## src/rtl/change_dispense_ctrl.sv

```systemverilog
// Change-return sequencer: computes paid - price and dispenses it greedily as 5/2/1 coins
// over a valid/ack handshake. Define CHANGE_TIMEOUT_EN to enable the coin_ack timeout and fault flag.
module change_dispense_ctrl #(
    parameter int TIMEOUT_CYCLES = 15
) (
    input  logic       clk,
    input  logic       rst,
    input  logic       start,
    input  logic [4:0] paid,
    input  logic [3:0] price,
    input  logic       coin_ack,
    output logic       coin_valid,
    output logic [1:0] coin_type,
    output logic [4:0] change_left,
    output logic       busy,
    output logic       done,
    output logic       insufficient,
    output logic       fault
);

    typedef enum logic [2:0] {
        IDLE,
        CALC,
        SELECT,
        OFFER,
        DONE
    } state_t;

    localparam logic [1:0] COIN_NONE = 2'b00;
    localparam logic [1:0] COIN_1    = 2'b01;
    localparam logic [1:0] COIN_2    = 2'b10;
    localparam logic [1:0] COIN_5    = 2'b11;

    state_t     state;
    logic [4:0] paid_reg;
    logic [3:0] price_reg;
    logic       short_reg;

`ifdef CHANGE_TIMEOUT_EN
    localparam int CNT_W = (TIMEOUT_CYCLES < 2) ? 1 : $clog2(TIMEOUT_CYCLES);
    localparam logic [CNT_W-1:0] CNT_LAST = CNT_W'(TIMEOUT_CYCLES - 1);
    logic [CNT_W-1:0] wait_cnt;
    logic             fault_reg;

    assign fault = fault_reg;
`else
    // The timeout length is irrelevant here; fold it into a constant-zero flag.
    localparam bit TIMEOUT_SET = (TIMEOUT_CYCLES != 0);
    assign fault = 1'b0 & TIMEOUT_SET;
`endif

    function automatic logic [1:0] pick_coin(input logic [4:0] amount);
        if (amount >= 5'd5)
            return COIN_5;
        else if (amount >= 5'd2)
            return COIN_2;
        else
            return COIN_1;
    endfunction

    function automatic logic [4:0] coin_value(input logic [1:0] ctype);
        case (ctype)
            COIN_1:  return 5'd1;
            COIN_2:  return 5'd2;
            COIN_5:  return 5'd5;
            default: return 5'd0;
        endcase
    endfunction

    always_ff @(posedge clk or posedge rst) begin
        if (rst) begin
            state        <= IDLE;
            paid_reg     <= '0;
            price_reg    <= '0;
            short_reg    <= 1'b0;
            coin_valid   <= 1'b0;
            coin_type    <= COIN_NONE;
            change_left  <= '0;
            busy         <= 1'b0;
            done         <= 1'b0;
            insufficient <= 1'b0;
`ifdef CHANGE_TIMEOUT_EN
            wait_cnt     <= '0;
            fault_reg    <= 1'b0;
`endif
        end else begin
            done         <= 1'b0;
            insufficient <= 1'b0;
            case (state)
                IDLE: begin
                    busy <= 1'b0;
                    if (start) begin
                        paid_reg  <= paid;
                        price_reg <= price;
                        busy      <= 1'b1;
                        state     <= CALC;
                    end
                end

                CALC: begin
                    if (paid_reg >= {1'b0, price_reg}) begin
                        change_left <= paid_reg - {1'b0, price_reg};
                        short_reg   <= 1'b0;
                    end else begin
                        change_left <= '0;
                        short_reg   <= 1'b1;
                    end
                    state <= SELECT;
                end

                SELECT: begin
                    if (change_left == 5'd0) begin
                        done         <= 1'b1;
                        insufficient <= short_reg;
                        state        <= DONE;
                    end else begin
                        coin_type  <= pick_coin(change_left);
                        coin_valid <= 1'b1;
                        state      <= OFFER;
                    end
                end

                OFFER: begin
                    // Greedy choice never exceeds change_left, so the subtraction cannot wrap.
                    if (coin_valid && coin_ack) begin
                        change_left <= change_left - coin_value(coin_type);
                        coin_valid  <= 1'b0;
                        coin_type   <= COIN_NONE;
                        state       <= SELECT;
`ifdef CHANGE_TIMEOUT_EN
                        wait_cnt    <= '0;
                    end else if (wait_cnt == CNT_LAST) begin
                        coin_valid   <= 1'b0;
                        coin_type    <= COIN_NONE;
                        fault_reg    <= 1'b1;
                        wait_cnt     <= '0;
                        done         <= 1'b1;
                        insufficient <= short_reg;
                        state        <= DONE;
                    end else begin
                        wait_cnt <= wait_cnt + 1'b1;
`endif
                    end
                end

                DONE: begin
                    short_reg <= 1'b0;
                    busy      <= 1'b0;
                    state     <= IDLE;
                end

                default: begin
                    coin_valid <= 1'b0;
                    coin_type  <= COIN_NONE;
                    busy       <= 1'b0;
                    state      <= IDLE;
                end
            endcase
        end
    end

endmodule
```

## config.mk

```make
export PLATFORM = sky130hd
export DESIGN_NAME = change_dispense_ctrl
export DESIGN_NICKNAME = d
export VERILOG_FILES = /design/src/rtl/change_dispense_ctrl.sv
export SDC_FILE = /design/constraint.sdc
export NUM_CORES = 1
export LEC_CHECK = 0
export CORE_ASPECT_RATIO = 0.6
export CORE_MARGIN = 2
export CORE_UTILIZATION = 52
export CTS_CLUSTER_DIAMETER = 120
export DETAILED_ROUTE_END_ITERATION = 6
export GPL_TIMING_DRIVEN = 0
export PLACE_DENSITY = 0.83
export SLEW_MARGIN = 20
export SYNTH_ARGS = -nofsm -noshare
export SYNTH_HDL_FRONTEND = slang
export SYNTH_SLANG_ARGS = --single-unit
```

## constraint.sdc

```tcl
create_clock -name clk -period 2.3 [get_ports clk]
set_input_delay 0.46 -clock clk [delete_from_list [all_inputs] [get_ports clk]]
set_output_delay 0.46 -clock clk [all_outputs]
set_load 0.05 [all_outputs]
```

# After elaboration in Yosys (flattened, before gate mapping)
# Cells that the tools add are included.
# totals
wordCells,63
out_inout_bits,12
reg_bits,24
in_bits,13
# op_classes
order_cmp,3
mux,26
reduce_logical,11
n_eq_ne,10
bitwise_logic,1
addsub,2
# ops
op,n
$mux 5,4
$pmux 3 s4,1
$pmux 5 s2,1
$mux 3,3
$pmux 3 s3,1
$mux 1,8
$mux 2,4
$eq 3x2->1 const B,2
$ne 2x2->1 const B,3
$pmux 2 s3,1
$reduce_and 2->1,3
$reduce_or 3->1,2
$ge 5x2->1 const B,1
$ge 5x3->1 const B,1
$ge 5x4->1,1
$logic_not 5->1,1
$sub 5x4->5,1
$sub 5x5->5,1
$eq 2x2->1 const B,2
$pmux 1 s2,2
$reduce_bool 2->1,2
$eq 3x1->1 const B,1
$eq 3x3->1 const B,1
$logic_not 3->1,1
5 further kinds,5

# Depth between registers and ports, before layout
# Gate-level depths: netlist of the first run.
# depth
ltp_word,7
mapped_depth,8
ltp_nobuf,8

# Least setup slack after synthesis of the first run
# OpenSTA, ideal clock, no wires.
# synth_path
path_kind,reg-to-reg
start,reg coin_type[0]
end,reg change_left[4]
setup_ns,0.144
arrival_ns,1.867
required_ns,2.156
n_path_buf,1
path_stages_with_launch,9
setup_slack_ns,0.289
synth_period_minus_slack_ns,2.011
cell_sequence,dfrtp_1 -> clkbuf_1 -> ha_1 -> inv_1 -> fa_1 -> a211oi_1 -> o21ai_0 -> nand2_1 -> o221ai_2
# synth_via
elab_chain_len,7
elab_cells_between_ends,9
cone_classes,1 x add/sub; 3 x eq/ne; 5 x mux
# synth_rtl
item,line,text
"start, declared",13,"output logic [1:0] coin_type,"
"start signal, assigned",117,coin_type <= pick_coin(change_left);
$eq 2x2->1 or $eq 2x1->1 (tied branches),62,case (ctype)
$pmux 3 s3 *,62,
$mux 5 *,125,if (coin_valid && coin_ack) begin
$mux 5 *,89,case (state)
$sub 5x5->5 *,126,change_left <= change_left - coin_value(coin_type);
$mux 5 *,125,
$pmux 5 s2 *,89,
"end signal, assigned",102,"change_left <= paid_reg - {1'b0, price_reg};"
"end signal, assigned",126,
"end, declared",14,"output logic [4:0] change_left,"
# Every way passes the cells marked *; elsewhere a longest branch is shown, timed or not. The select of a mux whose other input is x is not followed.
# A chain may end at the register's enable or synchronous reset.

# Worst setup path in the final report of the first run
# layout_path
start,reg change_left[0]
end,reg change_left[4]
# layout_via
elab_chain_len,3
# layout_rtl
item,line
$sub 5x5->5,126
$mux 5,125
$pmux 5 s2,89
# No other way between the ends. The select of a mux whose other input is x is not followed.

==> results.ini, run 1 <==
[logic_synthesis]
synth.avg_cell_area_um2=9.96
synth_area_um2=1400
ys_warn_count=0
syn_inst=141
synth_seq_cells=24
synth_nets=163
ys_seq_area_share_pct=42.8
synth_cell_types=47

[place]
place_ws_ns=0.305
place_congestion=0.827
place_area_um2=1670
hpwlAfterDp_um=2460
io_buffers=23

[outcome]
status=finished clean

[worst_setup_path]
start_kind=register
end_kind=register
worstReg2RegStart=change_left[0]
cp_slowest_cell=dfrtp_1
r2r_setup_slack_ns=0.20
worstPathMaxFanout=6
cp.arrival_ns=2.23
path_cells=inv_2 > ha_1 > inv_1 > fa_1 > a211oi_1 > o21ai_0 > nand2_1 > o221ai_2
r2r.worst_path.cells=8
cp.required_ns=2.43
criticalPathCategory=reg2reg
timing.rr.end=change_left[4]
slowest_delay_ns=0.47

[layout]
final_cell_area_um2=1720
fin_nets=191
layout_common_cells=dfrtp_1, clkdlybuf4s50_1, nand2_1
mostFrequentLayoutCell=dfrtp_1
syn_to_final_growth_pct=22.2
antenna_cells=0
drive_gt1_share_pct=13.2

[sta]
worst_slack_ns=0.204
tns_ns=0
final_hold_viol_count=0
max_slew_margin_pct=39.9
fmax_mhz=477
skew_ns=0.00907
finalCritPeriodShare_pct=91.1
finalCriticalPeriod_ns=2.10
worstMarginPinSlew_ns=0.900
setup_viol=0
rsz0062_at_grt=no
maxSlewViolCount=0

[hold_path]
hold_path_class=reg2reg
min_from=price_reg[0]
min_path_cells=1
whs_endpoint=price_reg[0]

[floorplanning]
row_count=14
die_h_um=44.2
die_w_um=71.1
start_util_pct=55.3
die_area_um2=3140
num_io_pins=25
core_um2=2540

[power_and_ir_drop]
p_total_mw=2.27
irDropWorstVdd_v=0.000534
power_density_nw_per_um2=1320
leakagePower_nw=0.734

[detailed_routing]
wire_per_inst_um=15.7
ant_nets=0
drtPass1Iterations=4
drt_wl_total_um=3120
drt_iter0_drc=89
drt-vias-per-instance=5.75
vias=1145
drc=0

[cts]
cts_made_buffers=3
cts_tree=done
cts_buffer_depth=2
ctsHoldBuffers=0
htreeDepth=1
cts_setup_buffers=0
clk_latency_ns=0.26
clkSlewWorstSetupHoldPaths_ns=0.08
cts_resized=0
clock-sinks=24
cts_root_buf=clkbuf_8

[grt]
grt_overflow=0
grt_max_degree=25
grt_pass1_vias=1105
antenna_found_initial=0
track_usage_pct=21.6
grt_pass1_wl_um=5050

[flow_run]
maxCapViolations=0

routing by layer:
| layer | wire length, um | vias up | track usage, % |
|---|---|---|---|
| met5 | 0 | - | 0 |
| met1 | 1420 | 528 | 29.5 |
| met4 | 111 | 0 | 10.9 |
| met2 | 1380 | 56 | 33.6 |
| met3 | 215 | 14 | 4.56 |
| li1 | - | 547 | - |
Yosys cell counts, drive strengths merged:
| cell | instances | area share (%) |
|---|---|---|
| dfrtp | 24 | 43 |
| nand2 | 15 | 4.0 |
| o21ai | 14 | 5.3 |
| a21oi | 11 | 4.2 |
| inv | 10 | 2.7 |
| nor2 | 10 | 2.9 |
| ha | 7 | 6.2 |
| buf | 6 | 2.4 |
| mux2 | 5 | 4.0 |
| nand2b | 4 | 2.3 |
| nor3 | 4 | 2.6 |
| xnor2 | 4 | 2.5 |
| a2111oi | 2 | 1.7 |
| fa | 2 | 2.9 |
| nor2b | 2 | 0.89 |
| a211oi | 1 | 0.53 |
| a21o | 1 | 0.53 |
| a221o | 1 | 0.71 |
| a22oi | 1 | 0.53 |
| a2bb2oi | 1 | 0.62 |
| a311oi | 1 | 0.62 |
| a31oi | 1 | 0.45 |
| a32o | 1 | 0.80 |
| and2 | 1 | 0.45 |
| and4 | 1 | 0.62 |
| clkbuf | 1 | 0.27 |
| conb | 1 | 0.27 |
| nand3 | 1 | 0.36 |
| nand4 | 1 | 0.45 |
| nor3b | 1 | 0.53 |
| o211ai | 1 | 0.89 |
| o221ai | 1 | 1.1 |
| o22ai | 1 | 0.89 |
| o31ai | 1 | 0.53 |
| or3 | 1 | 0.80 |
| or4 | 1 | 0.80 |
cells by family (layout without fill, tap and decap cells):
kind of cell / Yosys count / in the layout / share of synthesized area, %
compound gates: 39 / 39 / 19.3
xor+xnor: 4 / 4 / 2.50
fa+ha+maj: 9 / 9 / 9.09
buf+inv: 17 / 43 / 5.35
flops: 24 / 24 / 42.8
mux: 5 / 5 / 4.01
other cells: 1 / 1 / 0.267
simple gates: 42 / 42 / 16.7
stage by stage:
| step | hold slack, ns | std cells | utilization (%) |
|---|---|---|---|
| 2_1_floorplan | 0.462 | 141 | - |
| 3_3_place_gp | 0.475 | 196 | 65.9 |
| 3_5_place_dp | 0.488 | 196 | 65.9 |
| 4_1_cts | 0.506 | 199 | 67.5 |
| 5_1_grt | 0.517 | 199 | 67.5 |
| 6_report | 0.504 | 199 | 67.5 |
how the worst max path moves through the flow:
stage / startpoint / slack (ns) / cells after the start / to
2_1_floorplan: coin_type[0] / 0.29 / 8 / change_left[4]
3_3_place_gp: change_left[0] / 0.39 / 8 / change_left[4]
3_5_place_dp: change_left[0] / 0.31 / 8 / change_left[4]
4_1_cts: change_left[0] / 0.23 / 1 / change_left[0]
5_1_grt: change_left[0] / 0.1 / 8 / change_left[4]
6_report: change_left[0] / 0.20 / 8 / change_left[4]
power by group:
group          internal (mW)  total, mW  leakage [nW]  switching (mW)
Combinational          0.521       1.31         0.422           0.793
Sequential             0.561      0.711         0.290           0.150
Clock                  0.117      0.241        0.0216           0.124
area by class of cell:
cell class / instances / area, um2
fillers: 180 / 825
multi-input cells: 100 / 728
flip-flops and latches: 24 / 601
repair buffers: 23 / 230
clock buffers: 3 / 41.3
well taps: 32 / 40.0
plain buffers: 7 / 37.5
inverters: 10 / 37.5
critical path: cells and delay by family (launching register included):
family	cells	cell delay, ns
adders and majority gates	2	0.59
DFF	1	0.47
buffers and inverters	2	0.16
AOI/OAI and AO/OA	3	0.63
and+or+nand+nor	1	0.11
(Power assumes the default switching activity.)
==> run 2: changes to the inputs <==
CORE_MARGIN = not set   (was 2)
REMOVE_ABC_BUFFERS = 1   (was not set)
SLEW_MARGIN = 0   (was 20)
==> results.ini, run 2 (same netlist as run 1, synthesis figures left out) <==
[sta]
setup_viol=0
hold_slack_ns=0.499
max_slew_margin_pct=38.1
finalCritPeriodShare_pct=90.7
skew_ns=0.00429
rsz0062_at_grt=no
final_hold_viol_count=0
fmax_mhz=479
finalCriticalPeriod_ns=2.09
tns_ns=0
worstMarginPinSlew_ns=0.928
maxSlewViolCount=0

[detailed_routing]
ant_nets=0
dr.max_layer_used=met4
drt_iter0_drc=177
drtPass1Iterations=4
wl_met2_um=1520
route.met3.wl_um=208
drt_wl_total_um=3150
drt-vias-per-instance=5.81
drc=0
vias=1121
met1_length_um=1370
wire_per_inst_um=16.3

[worst_setup_path]
path_buf_inv=2
cp_slowest_cell=dfrtp_1
r2r_setup_slack_ns=0.21
end_kind=register
slowest_delay_ns=0.47
cpLargestDelayFamily=compound AO/OA/AOI/OAI gates
cp.depth=8
worstReg2RegStart=change_left[0]
criticalPathCategory=reg2reg
r2r.worst_path.cells=8
cp.required_ns=2.45
worstPathMaxFanout=6
cp.arrival_ns=2.24
timing.rr.end=change_left[4]
start_kind=register
path_cells=inv_2 > ha_1 > inv_1 > fa_1 > a211oi_1 > o21ai_0 > nand2_1 > o221ai_2

[hold_path]
min_path_cells=1
min_from=price_reg[0]
hold_path_class=reg2reg
whs_endpoint=price_reg[0]

[cts]
cts_setup_buffers=0
clock-sinks=24
cts_made_buffers=3
clkSlewWorstSetupHoldPaths_ns=0.09
clk_latency_ns=0.27
cts_tree=done
cts_root_buf=clkbuf_8
ctsHoldBuffers=0
cts_resized=0
htreeDepth=1
cts_buffer_depth=2

[place]
place_congestion=0.841
place_inst=189
hpwlAfterDp_um=2240
place_area_um2=1640
io_buffers=23

[flow_run]
maxCapViolations=0

[floorplanning]
row_count=14
num_io_pins=25
start_util_pct=55.3
die_w_um=69.1
core_um2=2540
die_area_um2=2920
die_h_um=42.2

[outcome]
status=finished clean

[layout]
syn_to_final_growth_pct=21.7
antenna_cells=0
fin_nets=184
final_cell_area_um2=1710
fin_cells=193
final_util_pct=67.2
fillCellCount=180
drive_gt1_share_pct=11.2
layout_common_cells=dfrtp_1, clkdlybuf4s50_1, nand2_1
mostFrequentLayoutCell=dfrtp_1

[grt]
track_usage_pct=23.9
grt_pass1_vias=1115
grt_pass1_wl_um=5280
antenna_found_initial=0
grt_overflow=0
grt_max_degree=25

[power_and_ir_drop]
irDropWorstVdd_v=0.000822
power_density_nw_per_um2=1400
leakagePower_nw=0.724

-- run 2: per-layer routing --
metal,GRT usage [%],vias up
met2,36.9,50
li1,-,529
met3,6.01,9
met1,33.3,533
met4,7.76,0
met5,0,-
-- run 2: worst reg2reg max path, cell delays in order (launching register included) --
cell and delay, ns:
dfrtp_1 0.47, inv_2 0.11, ha_1 0.18, inv_1 0.06
fa_1 0.41, a211oi_1 0.34, o21ai_0 0.17, nand2_1 0.14
o221ai_2 0.09
-- run 2: per-stage QoR --
step	total power, mW	worst slack, ns
floorplan	1.63	0.314
global placement	1.93	0.349
detailed placement	1.99	0.277
CTS	2.39	0.208
global route	2.54	0.0871
finish	2.39	0.213
-- run 2: final cells by class --
class | instances | area [um2] | area share [%]
clock buffer | 3 | 41.3 | 2.42
clock inverter | 1 | 30.0 | 1.76
timing repair buffer | 23 | 230 | 13.5
sequential | 24 | 601 | 35.2
multi-input combinational | 100 | 728 | 42.6
tap | 32 | 40.0 | 2.34
inverter | 10 | 37.5 | 2.20
-- run 2: worst max path at each step --
| stage | end | slack (ns) | start |
|---|---|---|---|
| after floorplan | change_left[4] | 0.31 | coin_type[0] |
| after global placement | paid_reg[4] | 0.35 | start |
| after detailed placement | paid_reg[1] | 0.28 | start |
| after CTS | change_left[1] | 0.21 | change_left[1] |
| after global routing | change_left[4] | 0.09 | change_left[0] |
| final | change_left[4] | 0.21 | change_left[0] |
-- run 2: power by group --
group | total, mW | internal, mW | switching, mW | leakage, nW
logic | 1.29 | 0.514 | 0.774 | 0.398
registers | 0.731 | 0.561 | 0.170 | 0.290
clock network | 0.371 | 0.233 | 0.139 | 0.0357
==> run 3: changes to the inputs <==
RECOVER_POWER = 50   (was not set)
==> results.ini, run 3 (same netlist as run 1, synthesis figures left out) <==
[sta]
final_hold_viol_count=0
setup_viol=0
rsz0062_at_grt=no
tns_ns=0
skew_ns=0.00485
fmax_mhz=477
maxSlewViolCount=0
max_slew_margin_pct=39.0
worstMarginPinSlew_ns=0.915
finalCriticalPeriod_ns=2.10
finalCritPeriodShare_pct=91.2

[hold_path]
hold_path_class=reg2reg

[cts]
ctsHoldBuffers=0
cts_made_buffers=3
clkSlewWorstSetupHoldPaths_ns=0.09
cts_resized=0
cts_setup_buffers=0
clk_latency_ns=0.27
cts_tree=done
cts_root_buf=clkbuf_8
clock-sinks=24
htreeDepth=1
cts_buffer_depth=2

[power_and_ir_drop]
swShare_pct=45.4
leakagePower_nw=0.723
p_total_mw=2.40
power.internal_mw=1.31
clock_power_share_pct=15.7
power_density_nw_per_um2=1410
pwr-share-comb_pct=53.7
p_switching_mw=1.09
irDropWorstVdd_v=0.000830
seqPwrFrac_pct=30.5

[worst_setup_path]
timing.rr.end=change_left[4]
criticalPathCategory=reg2out
cp.arrival_ns=1.64
path_buf_inv=1
r2r.worst_path.cells=8
worstPathMaxFanout=7
cp_slowest_cell=clkdlybuf4s50_1
end_kind=primary output
cpLargestDelayFamily=buffers and inverters
crit_end=change_left[1]
worstReg2RegStart=change_left[0]
cp.required_ns=1.84
slowest_delay_ns=0.86
r2r_setup_slack_ns=0.22
timing.critical_path.from=change_left[1]
start_kind=register
path_cells=clkdlybuf4s50_1
cp.depth=1

[detailed_routing]
drc=0
wire_per_inst_um=16.6
route.met3.wl_um=202
vias=1131
drt_wl_total_um=3200
wl_met2_um=1520
drt-vias-per-instance=5.86
drt_iter0_drc=119
drtPass1Iterations=4
dr.max_layer_used=met4
ant_nets=0
met1_length_um=1430

[outcome]
status=finished clean

[flow_run]
maxCapViolations=0

[place]
place_congestion=0.841
hpwlAfterDp_um=2240
io_buffers=23

[layout]
drive_gt1_share_pct=10.6
layout_common_cells=dfrtp_1, clkdlybuf4s50_1, nand2_1
antenna_cells=0
fin_nets=184
mostFrequentLayoutCell=dfrtp_1
syn_to_final_growth_pct=21.3

[floorplanning]
die_area_um2=2920
core_um2=2540
die_w_um=69.1
start_util_pct=55.3
num_io_pins=25
row_count=14
die_h_um=42.2

[grt]
grt_overflow=0
grt_pass1_vias=1115
antenna_found_initial=0
track_usage_pct=23.9
grt_max_degree=25
grt_pass1_wl_um=5280

[run 3: power by group through the flow]
stage               clock network, mW  logic, mW  registers, mW
finish                          0.377       1.29          0.731
CTS                             0.379       1.28          0.727
floorplan                           0      0.663          0.962
detailed placement                  0       1.26          0.733
global placement                    0       1.21          0.719
global route                    0.405       1.37          0.755
[run 3: area by class of cell]
cell class	count	area, um2
Sequential cell	24	601
Fill cell	181	837
Clock inverter	1	30.0
Multi-Input combinational cell	100	723
Inverter	10	37.5
Tap cell	32	40.0
Clock buffer	3	41.3
Timing Repair Buffer	23	230
[run 3: how the worst min path moves through the flow]
stage,start,endpoint,slack (ns),cells past startpoint
after floorplan,price_reg[0],price_reg[0],0.46,1
after detailed placement,price_reg[0],price_reg[0],0.49,1
after CTS,price_reg[0],price_reg[0],0.51,1
after global placement,price_reg[0],price_reg[0],0.48,1
after global routing,price_reg[0],price_reg[0],0.53,1
final,price_reg[0],price_reg[0],0.50,1
[run 3: worst register-to-register path, cell delays in order, from the launching register on]
cell and delay, ns:
dfrtp_1 0.46, inv_2 0.10, ha_1 0.18, inv_1 0.06
fa_1 0.41, a211oi_1 0.35, o21ai_0 0.17, nand2_1 0.14
o221ai_2 0.09
[run 3: layer usage]
metal | vias up | track usage [%]
li1 | 529 | -
met2 | 53 | 36.9
met5 | - | 0
met4 | 0 | 7.76
met1 | 540 | 33.3
met3 | 9 | 6.01
[run 3: per-stage QoR]
stage	cells	cell area (um2)	worst slack [ns]	hold WS, ns	util (%)
5_1_grt	193	1700	0.0988	0.530	67.0
4_1_cts	193	1710	0.208	0.507	67.2
6_report	193	1700	0.201	0.500	67.0
3_3_place_gp	189	1640	0.349	0.476	64.4
2_1_floorplan	134	1370	0.314	0.462	-
3_5_place_dp	189	1640	0.277	0.486	64.4
